--- config.mk ---
export PLATFORM = sky130hd
export DESIGN_NAME = stim_gen_mc_flat
export DESIGN_NICKNAME = d
export VERILOG_FILES = /design/src/rtl/stim_gen_mc_if.sv /design/src/rtl/stim_gen_mc.sv /design/src/flat_wrapper.sv
export SDC_FILE = /design/constraint.sdc
export NUM_CORES = 1
export LEC_CHECK = 0
export CORE_MARGIN = 2
export CORE_UTILIZATION = 57
export CTS_BUF_LIST = sky130_fd_sc_hd__clkbuf_2
export DETAILED_ROUTE_END_ITERATION = 10
export PLACE_DENSITY = 0.91
export SLEW_MARGIN = 10
export SYNTH_ARGS = -nofsm -noshare
export SYNTH_HDL_FRONTEND = slang
export SYNTH_SLANG_ARGS = --single-unit
--- constraint.sdc ---
create_clock -name clk -period 2.8 [get_ports clk]
set_input_delay 0.28 -clock clk [delete_from_list [all_inputs] [get_ports clk]]
set_output_delay 0.28 -clock clk [all_outputs]
set_load 0.05 [all_outputs]
--- src/rtl/stim_gen_mc_if.sv ---
// ---------------------------------------------------------------------------
// stim_gen_mc_if
// Bundle between the multi-channel stimulus generator and whoever drives it
// (the logic analyzer or a testbench).
//
//   enable      run pattern generation
//   mode        pattern select: 00 counter, 01 LFSR, 10 walking-one, 11 hold
//   primed      analyzer armed, level-sensitive
//   trig_delay  cycles from primed to trigger
//   data        NUM_CH channels packed, channel k at [k*DATA_WIDTH +: DATA_WIDTH]
//   data_valid  data was updated on the last edge
//   trigger     one-cycle trigger pulse
//   trig_armed  trigger FSM is counting down
//
// master: the controlling side (analyzer / bench).
// slave:  the generator itself.
// ---------------------------------------------------------------------------
interface stim_gen_mc_if #(
   parameter int unsigned DATA_WIDTH = 8,
   parameter int unsigned NUM_CH     = 4,
   parameter int unsigned TRIG_DW    = 16
);
   logic                         enable;
   logic [1:0]                   mode;
   logic                         primed;
   logic [TRIG_DW-1:0]           trig_delay;
   logic [NUM_CH*DATA_WIDTH-1:0] data;
   logic                         data_valid;
   logic                         trigger;
   logic                         trig_armed;

   modport master (
      output enable, mode, primed, trig_delay,
      input  data, data_valid, trigger, trig_armed
   );

   modport slave (
      input  enable, mode, primed, trig_delay,
      output data, data_valid, trigger, trig_armed
   );
endinterface

--- src/rtl/stim_gen_mc.sv ---
// ---------------------------------------------------------------------------
// stim_gen_mc
// Multi-channel stimulus source for exercising the internal logic analyzer.
// Drives NUM_CH data channels in counter, LFSR, walking-one or hold mode and
// produces one trigger pulse a programmable number of cycles after the
// analyzer asserts primed.
//
// Ports:
//   clk    sole clock, all logic on posedge
//   reset  asynchronous, active-low reset
//   bus    stim_gen_mc_if.slave (enable/mode/primed/trig_delay in,
//          data/data_valid/trigger/trig_armed out)
// ---------------------------------------------------------------------------
module stim_gen_mc #(
   parameter int unsigned          DATA_WIDTH = 8,
   parameter int unsigned          NUM_CH     = 4,
   parameter int unsigned          TRIG_DW    = 16,
   parameter logic [DATA_WIDTH-1:0] LFSR_TAPS = 8'hB8
) (
   input logic          clk,
   input logic          reset,
   stim_gen_mc_if.slave bus
);

   localparam logic [1:0] MODE_COUNT = 2'b00;
   localparam logic [1:0] MODE_LFSR  = 2'b01;
   localparam logic [1:0] MODE_WALK  = 2'b10;

   localparam logic [1:0] ST_IDLE  = 2'd0;
   localparam logic [1:0] ST_ARMED = 2'd1;
   localparam logic [1:0] ST_FIRE  = 2'd2;
   localparam logic [1:0] ST_DONE  = 2'd3;

   logic                  en_q, en_d;
   logic [1:0]            mode_q, mode_d;
   logic                  valid_q, valid_d;
   logic [DATA_WIDTH-1:0] ch_q [NUM_CH];
   logic [DATA_WIDTH-1:0] ch_d [NUM_CH];
   logic [1:0]            state_q, state_d;
   logic [TRIG_DW-1:0]    cnt_q, cnt_d;
   logic                  en_rise;

   // One Galois LFSR step: shift right, fold the taps back in when a one
   // falls off the bottom. A non-zero seed never reaches zero.
   function automatic logic [DATA_WIDTH-1:0] lfsr_step(input logic [DATA_WIDTH-1:0] v);
      logic [DATA_WIDTH-1:0] r;
      r = v >> 1;
      if (v[0]) r = r ^ LFSR_TAPS;
      return r;
   endfunction

   // Starting value of channel k for a freshly latched mode. Hold keeps
   // whatever the channel already shows.
   function automatic logic [DATA_WIDTH-1:0] init_value(input logic [1:0] m,
                                                        input int unsigned k,
                                                        input logic [DATA_WIDTH-1:0] cur);
      logic [DATA_WIDTH-1:0] r;
      case (m)
         MODE_COUNT: r = DATA_WIDTH'(k);
         MODE_LFSR:  r = DATA_WIDTH'(k + 1);
         MODE_WALK:  r = {{(DATA_WIDTH-1){1'b0}}, 1'b1} << (k % DATA_WIDTH);
         default:    r = cur;
      endcase
      return r;
   endfunction

   function automatic logic [DATA_WIDTH-1:0] advance(input logic [1:0] m,
                                                     input logic [DATA_WIDTH-1:0] cur);
      logic [DATA_WIDTH-1:0] r;
      case (m)
         MODE_COUNT: r = cur + DATA_WIDTH'(1);
         MODE_LFSR:  r = lfsr_step(cur);
         MODE_WALK:  r = {cur[DATA_WIDTH-2:0], cur[DATA_WIDTH-1]};
         default:    r = cur;
      endcase
      return r;
   endfunction

   assign en_rise = bus.enable & ~en_q;

   // Pattern path. The mode input is only looked at on an enable rising
   // edge (both to pick the initial value and to latch it); from then on
   // the channels advance according to the latched mode.
   always_comb begin
      en_d    = bus.enable;
      valid_d = bus.enable;
      mode_d  = en_rise ? bus.mode : mode_q;
      for (int unsigned k = 0; k < NUM_CH; k++) begin
         if (en_rise)
            ch_d[k] = init_value(bus.mode, k, ch_q[k]);
         else if (bus.enable)
            ch_d[k] = advance(mode_q, ch_q[k]);
         else
            ch_d[k] = ch_q[k];
      end
   end

   // Trigger FSM. trig_delay is sampled only on ARMED entry, so later
   // changes cannot stretch or shorten a countdown already in progress.
   // DONE waits for primed to drop so each assertion fires only once.
   always_comb begin
      state_d = state_q;
      cnt_d   = cnt_q;
      case (state_q)
         ST_IDLE: begin
            if (bus.primed) begin
               state_d = ST_ARMED;
               cnt_d   = bus.trig_delay;
            end
         end
         ST_ARMED: begin
            if (!bus.primed)
               state_d = ST_IDLE;
            else if (cnt_q == '0)
               state_d = ST_FIRE;
            else
               cnt_d = cnt_q - TRIG_DW'(1);
         end
         ST_FIRE: state_d = ST_DONE;
         default: begin
            if (!bus.primed) state_d = ST_IDLE;
         end
      endcase
   end

   always_ff @(posedge clk or negedge reset) begin
      if (!reset) begin
         en_q    <= 1'b0;
         mode_q  <= MODE_COUNT;
         valid_q <= 1'b0;
         state_q <= ST_IDLE;
         cnt_q   <= '0;
         for (int unsigned k = 0; k < NUM_CH; k++) ch_q[k] <= '0;
      end else begin
         en_q    <= en_d;
         mode_q  <= mode_d;
         valid_q <= valid_d;
         state_q <= state_d;
         cnt_q   <= cnt_d;
         for (int unsigned k = 0; k < NUM_CH; k++) ch_q[k] <= ch_d[k];
      end
   end

   for (genvar g = 0; g < NUM_CH; g++) begin : g_pack
      assign bus.data[g*DATA_WIDTH +: DATA_WIDTH] = ch_q[g];
   end

   assign bus.data_valid = valid_q;
   assign bus.trigger    = (state_q == ST_FIRE);
   assign bus.trig_armed = (state_q == ST_ARMED);

endmodule

--- src/flat_wrapper.sv ---
// flat-port wrapper written by rule: the top's interface ports become plain ports
module stim_gen_mc_flat 
#(
   parameter int unsigned          DATA_WIDTH = 8,
   parameter int unsigned          NUM_CH     = 4,
   parameter int unsigned          TRIG_DW    = 16,
   parameter logic [DATA_WIDTH-1:0] LFSR_TAPS = 8'hB8
)
  (clk, reset, bus_enable, bus_mode, bus_primed, bus_trig_delay, bus_data, bus_data_valid, bus_trigger, bus_trig_armed);
  stim_gen_mc_if #(.DATA_WIDTH(DATA_WIDTH), .NUM_CH(NUM_CH), .TRIG_DW(TRIG_DW)) bus_i ();
  input logic clk;
  input logic reset;
  input wire logic [$bits(bus_i.enable)-1:0] bus_enable;
  input wire logic [$bits(bus_i.mode)-1:0] bus_mode;
  input wire logic [$bits(bus_i.primed)-1:0] bus_primed;
  input wire logic [$bits(bus_i.trig_delay)-1:0] bus_trig_delay;
  output wire logic [$bits(bus_i.data)-1:0] bus_data;
  output wire logic [$bits(bus_i.data_valid)-1:0] bus_data_valid;
  output wire logic [$bits(bus_i.trigger)-1:0] bus_trigger;
  output wire logic [$bits(bus_i.trig_armed)-1:0] bus_trig_armed;
  assign bus_i.enable = bus_enable;
  assign bus_i.mode = bus_mode;
  assign bus_i.primed = bus_primed;
  assign bus_i.trig_delay = bus_trig_delay;
  assign bus_data = bus_i.data;
  assign bus_data_valid = bus_i.data_valid;
  assign bus_trigger = bus_i.trigger;
  assign bus_trig_armed = bus_i.trig_armed;
  stim_gen_mc #(.DATA_WIDTH(DATA_WIDTH), .NUM_CH(NUM_CH), .TRIG_DW(TRIG_DW), .LFSR_TAPS(LFSR_TAPS)) u_core (.clk(clk), .reset(reset), .bus(bus_i));
endmodule
# Word-level counts from Yosys, hierarchy flattened
# Cells that the tools add are included.
# W data, S select, Z words.
# classes
addsub	5
mul	0
div_mod_pow	0
order_cmp	0
n_eq_ne	13
shift	0
n_mux	29
bitwise_logic	6
reduce_logical	12
# op_table
cell	n
$pmux W8 S3	6
$mux W8	12
$mux W16	3
$add A8 B1 Y8 const B	4
$pmux W16 S2	1
$pmux W8 S2	2
$logic_not A16 Y1	1
$not A3 Y4	4
$sub A16 B1 Y16 const B	1
$reduce_and A3 Y1	3
$mux W2	4
$eq A2 B1 Y1 const B	3
$eq A2 B2 Y1 const B	3
$logic_not A2 Y1	3
$ne A2 B2 Y1 const B	3
$pmux W2 S3	1
$ne A4 B1 Y1 const B	1
$ne A4 B4 Y1 const B	1
$reduce_and A4 Y1	1
$reduce_bool A2 Y1	2
$reduce_bool A4 Y1	1
$ne A3 B2 Y1 const B	1
$ne A3 B3 Y1 const B	1
$reduce_or A2 Y1	1
2 further kinds	2
# totals
ff_bits	53
latchBits	0
ramBits	0
rom_bits	0
in_bits	22
out_inout_bits	35
word_cells	73
mem_count	0

# Depth between registers and ports, before layout
# Gate-level depths: netlist of the first run.
# depth
depth_word	5
ltp_mapped	10
mapped_depth_nobuf	7

# Least setup slack after synthesis of the first run
# Ideal clock, no wire load.
# synth_path
kind	flip-flop to flip-flop
start	register u_core.state_q[1]
end	register u_core.cnt_q[3]
setup_ns	0.123
arrival_ns	2.449
slack_ns	0.229
path_stages_with_launch	9
n_path_buf	2
period_less_slack_ns	2.571
cell_sequence	dfrtp_1 > inv_1 > ha_1 > clkbuf_1 > and3b_1 > or4_4 > o21ba_1 > buf_6 > o221a_1
# synth_via
elab_chain_cells	3
# synth_lines
item	line_no	source
start: declaration	stim_gen_mc.sv:39	logic [1:0] state_q, state_d;
start signal: assignment	stim_gen_mc.sv:138	state_q <= state_d;
$eq A2 B1 Y1 (*)	--	
net bus_trig_armed	flat_wrapper.sv:20	output wire logic [$bits(bus_i.trig_armed)-1:0] bus_trig_armed;
$ne A2 B2 Y1 (no line) or $reduce_bool A2 Y1 (tied branches)	--	
$reduce_and A4 Y1 (no line)	--	
end signal: assignment	stim_gen_mc.sv:139	cnt_q <= cnt_d;
end: declaration	stim_gen_mc.sv:40	logic [TRIG_DW-1:0] cnt_q, cnt_d;
# Mark *: on every way through the listed nets, which the timed path passes. The rest lies on a longest branch.
# A chain may end at the register's enable or synchronous reset.

# Final worst setup path of the first run
# layout_path
start	register u_core.state_q[1]
end	output bus_trig_armed
# layout_via
elab_chain_cells	1
# layout_lines
item	line_no	source
$eq A2 B1 Y1	stim_gen_mc.sv:150	assign bus.trig_armed = (state_q == ST_ARMED);
end: declaration	flat_wrapper.sv:20	
# No other way between the ends.

==> results_dict.tcl, run 1 <==
set metrics [dict create \
    post_cts_resize_count 0 \
    area_growth_pct 18.32 \
    grt-ovfl-total 0 \
    slew_headroom_pct 46.25 \
    outcome "finished, final reports clean" \
    track_usage_pct 27.01 \
    ys_ff_latch 53 \
    maxCapViolCount 0 \
    netlist_area_um2 3845 \
    drt-pass1-iter-count 5 \
    grt_max_degree 41 \
    clkPwrFrac_pct 8.8 \
    start_util_pct 59.87 \
    rrSetupSlack_ns 0.41 \
    critPathKind "reg2out" \
    finalSetupViolations 0 \
    crit_required_ns 2.52 \
    internal_power_uw 1930 \
    wl_per_cell_um 16.31 \
    via_per_inst 6.429 \
    antenna_found_initial 0 \
    gp_congestion 0.8844 \
    vdd_drop_max_mv 0.7417 \
    synthCells 482 \
    dieWidth_um 86.13 \
    htree_levels 2 \
    worstSetupStartpoint "u_core.state_q[1]$_DFFE_PN0P_" \
    drt-initial-drc-count 329 \
    hold_violations 0 \
    sw_frac_of_total_pct 51.43 \
    met1_length_mm 4.200 \
    fin_setup_tns_ns 0 \
    synth-edff-count 0 \
    clockBufferDepth 2 \
    n_antenna_cell 0 \
    clock_skew_ns 0.04063 \
    switchingPower_uw 2043 \
    synth_flop_cell "dfrtp_1" \
    rsz0062_at_grt "no" \
    max_stage_delay_ns 0.85 \
    critical_path.max_fanout 27 \
    ios 57 \
    die-area_um2 7418 \
    first_global_vias 3461 \
    pre_cts_slack_ns 0.5385 \
    wirelength_mm 9.886 \
    cts-hold-fix-buffers 1 \
    critical_path.top_delay_family "buffers and inverters" \
    rows 29 \
    fin_crit_ns 2.605 \
    worstPathCellList "inv_1, ha_1, buf_4, clkdlybuf4s50_1" \
    met3_length_um 797 \
    cts_num_sinks 53 \
    drc 0 \
    core-area_um2 6422 \
    worst_slack_ns 0.1949 \
    synth.distinct_cells 55 \
    ctsRootBufferMaster "clkbuf_2" \
    num_vias 3896 \
    syn_area_per_cell_um2 7.977 \
    power_frac_seq_pct 36.6 \
    finalMaxSlewViolations 0 \
    min_period_over_period_pct 93.04 \
    worstReg2RegStart "u_core.cnt_q[2]$_DFFE_PN0P_" \
    syn_nets 521 \
    cts_tree "yes" \
    port_buffers 56 \
    cpMaxStageDelayCell "clkdlybuf4s50_1" \
    highest_layer "met4" \
    clock_latency_ns 0.49 \
    leakage_uw 0.001923 \
    cp.arrival_ns 2.33 \
    dp_hpwl_mm 6.823 \
    grt_pass1_wl_mm 16.47 \
    clk_pin_slew_ns 0.32 \
    chipHeight_um 86.13 \
    fmax_mhz 383.9 \
    hp-class "in2async" \
    critPathLaunchType "flip-flop" \
    yosys_warnings 0 \
    wl_met2_mm 4.784 \
    worst_slew_pin_slew_ns 0.7989 \
    ff_latch_area_um2 1326 \
    multi_input_area_um2 2323 \
    combPwrFrac_pct 54.7 \
    synth-seq-area-share_pct 34.49 \
    nFillCells 492 \
    cts_inserted_buffers 5 \
    ys_top_cells_by_area "dfrtp_1 (34%), nand2_1 (6.7%), o21ai_0 (6.2%), ha_1 (5.5%), a21oi_1 (4.4%)" \
    synth_top_area_share_pct 34.49 \
    synth.largest_area_cell "dfrtp_1" \
    num-nets-final 567 \
    crit_buf_inv 3 \
    worst_setup_path_end_kind "output pin" \
    synthArstFlopShare_pct 100.0 \
    drive_gt1_share_pct 7.561 \
    cts_setup_buffers 0 \
    powerDensity_nw_per_um2 873.3 \
    ant_nets 0 \
]
[logic make-up (layout without fill, tap and decap cells)]
kind of cell    after synthesis  after routing  share of synthesized area [%]
simple gates                164            164                          20.05
buf+inv                      54            101                          5.467
mux                           3              3                         0.7810
xor+xnor                     17             17                          3.872
compound gates              174            174                          29.81
flops                        53             53                          34.49
fa+ha+maj                    17             17                          5.532
[through the flow]
stage / area [um2] / std cells / total power [uW] / utilization (%) / hold slack, ns
after floorplan: 3845 / 482 / 2957 / - / -0.01559
after global placement: 4489 / 597 / 3526 / 69.90 / 0.2077
after detailed placement: 4489 / 597 / 3614 / 69.90 / 0.2083
after CTS: 4549 / 606 / 3954 / 70.84 / 0.1641
after global routing: 4549 / 606 / 4257 / 70.84 / 0.1523
final: 4549 / 606 / 3973 / 70.84 / 0.1519
[worst reg2reg max path, stage by stage, from the launching register on]
cell and delay [ns]:
dfrtp_1 0.51, nor4_1 0.73, nand4_1 0.31, nor4_1 0.41, nor3b_1 0.09, nor4_1 0.26
[final timing paths]
check / endpoint / cells past startpoint
max in group asynchronous: u_core.state_q[1]$_DFFE_PN0P_ / 3
min in group clk: u_core.en_q$_DFF_PN0_ / 1
setup reg to reg: u_core.cnt_q[15]$_DFFE_PN0P_ / 5
setup / recovery: bus_trig_armed / 4
hold reg to reg: u_core.cnt_q[7]$_DFFE_PN0P_ / 1
hold / removal: u_core.bus.data[4]$_DFFE_PN0P_ / 2
[Yosys cell counts, types with 11 or more instances]
cell type / number
a21oi_1: 34
a22oi_1: 11
a31oi_1: 14
clkbuf_1: 31
dfrtp_1: 53
ha_1: 17
inv_1: 22
nand2_1: 69
nand3_1: 16
nor2_1: 32
o21ai_0: 48
xor2_1: 16
[layout by cell type, fill, tap and decap left out, drive strengths merged, types with 2 or more instances in the layout]
| cell type | count |
|---|---|
| dfrtp | 53 |
| o21a | 4 |
| ha | 17 |
| a21oi | 34 |
| mux2i | 3 |
| nor2 | 32 |
| and3 | 4 |
| nand4 | 2 |
| xor2 | 16 |
| or2 | 7 |
| a21o | 9 |
| a22o | 8 |
| clkdlybuf4s50 | 55 |
| o31ai | 5 |
| a22oi | 11 |
| a31oi | 14 |
| inv | 23 |
| nand3b | 2 |
| a211oi | 6 |
| nor3b | 2 |
| o221a | 6 |
| nor3 | 10 |
| clkbuf | 5 |
| nor2b | 2 |
| a221oi | 10 |
| nand2 | 69 |
| nand3 | 16 |
| buf | 15 |
| or3 | 5 |
| o211ai | 4 |
| or4 | 2 |
| nor4 | 5 |
| o311ai | 2 |
| o21ai | 51 |
[final cells by class]
cell class              count  area share (%)
multi-input cells         375           51.07
well taps                  77           2.118
clock buffers               5          0.5501
inverters                  22           1.815
repair buffers             71           14.74
clock inverters             3          0.5501
flip-flops and latches     53           29.15
[sequential cells by signal (all words and copies together) (netlist names)]
register and cells:
u_core.bus.data 32, u_core.cnt_q 16, u_core.mode_q 2, u_core.state_q 2, u_core.en_q 1
[per-layer routing]
| metal | vias up | GRT usage, % |
|---|---|---|
| met5 | - | 0 |
| met4 | 0 | 7.792 |
| met3 | 11 | 4.235 |
| met2 | 195 | 42.92 |
| met1 | 1843 | 38.21 |
| li1 | 1847 | - |
[power by group through the flow]
stage | sequential [uW] | clock, uW | combinational (uW)
after CTS | 1440 | 346 | 2170
after detailed placement | 1450 | 0 | 2160
after global placement | 1440 | 0 | 2090
final | 1450 | 348 | 2170
after floorplan | 1770 | 0 | 1190
after global routing | 1510 | 375 | 2380
Power figures use the tool's default switching activity.
==> run 2, diff against run 1 <==
- CORE_MARGIN: 2 -> 1
==> results_dict.tcl, run 2 (synthesis results as in run 1) <==
set metrics [dict create \
    outcome "complete, but fails checks" \
    violations "design-rule violations" \
    drt-initial-drc-count 302 \
    dieWidth_um 84.13 \
    htree_levels 2 \
    powerDensity_nw_per_um2 866.2 \
    critical_path.max_fanout 27 \
    fin_setup_tns_ns 0 \
    num-nets-final 569 \
    antenna_found_initial 0 \
    slew_headroom_pct 50.41 \
    drive_gt1_share_pct 7.910 \
    grt-ovfl-total 0 \
    leakage_uw 0.001933 \
    finalSetupViolations 0 \
    num_vias 3915 \
    first_global_vias 3828 \
    drc 6 \
    cts_tree "yes" \
    hp-class "in2async" \
    wirelength_mm 9.683 \
    clock_skew_ns 0.02798 \
    ant_nets 0 \
    wl_per_cell_um 15.93 \
    critPathKind "reg2out" \
    start_util_pct 59.87 \
    core-area_um2 6422 \
    port_buffers 56 \
    dp_hpwl_mm 6.690 \
    design_area_um2 4557 \
    hold_violations 0 \
    grt_pass1_wl_mm 16.62 \
    clockBufferDepth 2 \
    area_growth_pct 18.52 \
    fmax_mhz 385.8 \
    min_period_over_period_pct 92.56 \
    cts-hold-fix-buffers 1 \
    critPathLaunchType "flip-flop" \
    via_per_inst 6.439 \
    gp_congestion 0.9250 \
    nFillCells 507 \
    cts_inserted_buffers 5 \
    ctsRootBufferMaster "clkbuf_2" \
    crit_required_ns 2.52 \
    cpMaxStageDelayCell "clkdlybuf4s50_1" \
    rsz0062_at_grt "no" \
    ios 57 \
    final_cell_mix "nand2_1 (69), clkdlybuf4s50_1 (55), dfrtp_1 (53)" \
    worst_setup_path_end_kind "output pin" \
    worstPathCellList "inv_1, ha_1, buf_4, clkdlybuf4s50_1" \
    maxCapViolCount 0 \
    grt_max_degree 41 \
    clock_latency_ns 0.46 \
    fin_crit_ns 2.592 \
    clk_pin_slew_ns 0.30 \
    multi_input_area_um2 2323 \
    worst_slew_pin_slew_ns 0.7430 \
    ff_latch_area_um2 1326 \
    max_stage_delay_ns 0.86 \
    chipHeight_um 84.13 \
    vdd_drop_max_mv 0.8341 \
    cts_num_sinks 53 \
    post_cts_resize_count 0 \
    cts_setup_buffers 0 \
    final_common_cell "nand2_1" \
    track_usage_pct 28.33 \
    largest_reg_flops 32 \
    rows 29 \
    cp.arrival_ns 2.31 \
    die-area_um2 7078 \
    placed_area_um2 4504 \
    drt-pass1-iter-count 8 \
    finalMaxSlewViolations 0 \
    n_antenna_cell 0 \
]
run 2: critical path: cells and delay by family (launching register included):
family | cells | cell delay [ns]
adder cells (fa/ha/maj) | 1 | 0.16
buffers and inverters | 3 | 1.22
flip-flops | 1 | 0.49
run 2: layout make-up:
| cell class | instances | share of cell area, % |
|---|---|---|
| Sequential cell | 53 | 29.10 |
| Timing Repair Buffer | 73 | 15.05 |
| Tap cell | 77 | 2.114 |
| Clock inverter | 3 | 0.3844 |
| Clock buffer | 5 | 0.5491 |
| Inverter | 22 | 1.812 |
| Multi-Input combinational cell | 375 | 50.99 |
run 2: worst paths after layout:
path | from | endpoint | slack [ns] | cells past startpoint
hold / removal | reset | u_core.bus.data[4]$_DFFE_PN0P_ | 0.23 | 2
max in group asynchronous | reset | u_core.bus.data[16]$_DFFE_PN0P_ | 1.71 | 3
setup / recovery | u_core.state_q[1]$_DFFE_PN0P_ | bus_trig_armed | 0.21 | 4
setup reg to reg | u_core.state_q[1]$_DFFE_PN0P_ | u_core.cnt_q[7]$_DFFE_PN0P_ | 0.59 | 8
hold reg to reg | u_core.cnt_q[7]$_DFFE_PN0P_ | u_core.cnt_q[7]$_DFFE_PN0P_ | 0.56 | 1
min in group clk | bus_trig_delay[12] | u_core.cnt_q[12]$_DFFE_PN0P_ | 0.39 | 3
run 2: stage by stage:
| step | hold WS [ns] | setup slack (ns) | util, % | instances | power [uW] |
|---|---|---|---|---|---|
| detailed placement | 0.2499 | 0.5409 | 70.13 | 599 | 3615 |
| floorplan | -0.01559 | 0.2286 | - | 482 | 2957 |
| CTS | 0.2267 | 0.1803 | 70.95 | 608 | 3935 |
| finish | 0.2290 | 0.2082 | 70.95 | 608 | 3947 |
| global placement | 0.2556 | 0.6021 | 70.13 | 599 | 3527 |
| global route | 0.2322 | 0.07219 | 70.95 | 608 | 4209 |
run 2: report_power, final:
part	total (uW)	leakage (uW)	internal (uW)	switching (uW)
Clock	321	0.0000287	58.3	262
Combinational	2180	0.00123	855	1320
Sequential	1450	0.000672	1010	437
Total	3950	0.00193	1930	2020
run 2: per-layer routing:
| layer | vias to the layer above | GRT usage, % | part of all wire, % |
|---|---|---|---|
| li1 | 1855 | - | - |
| met1 | 1861 | 35.13 | 43 |
| met2 | 177 | 48.14 | 48 |
| met3 | 22 | 5.703 | 6.7 |
| met4 | 0 | 12.23 | 1.9 |
| met5 | - | 0 | 0 |
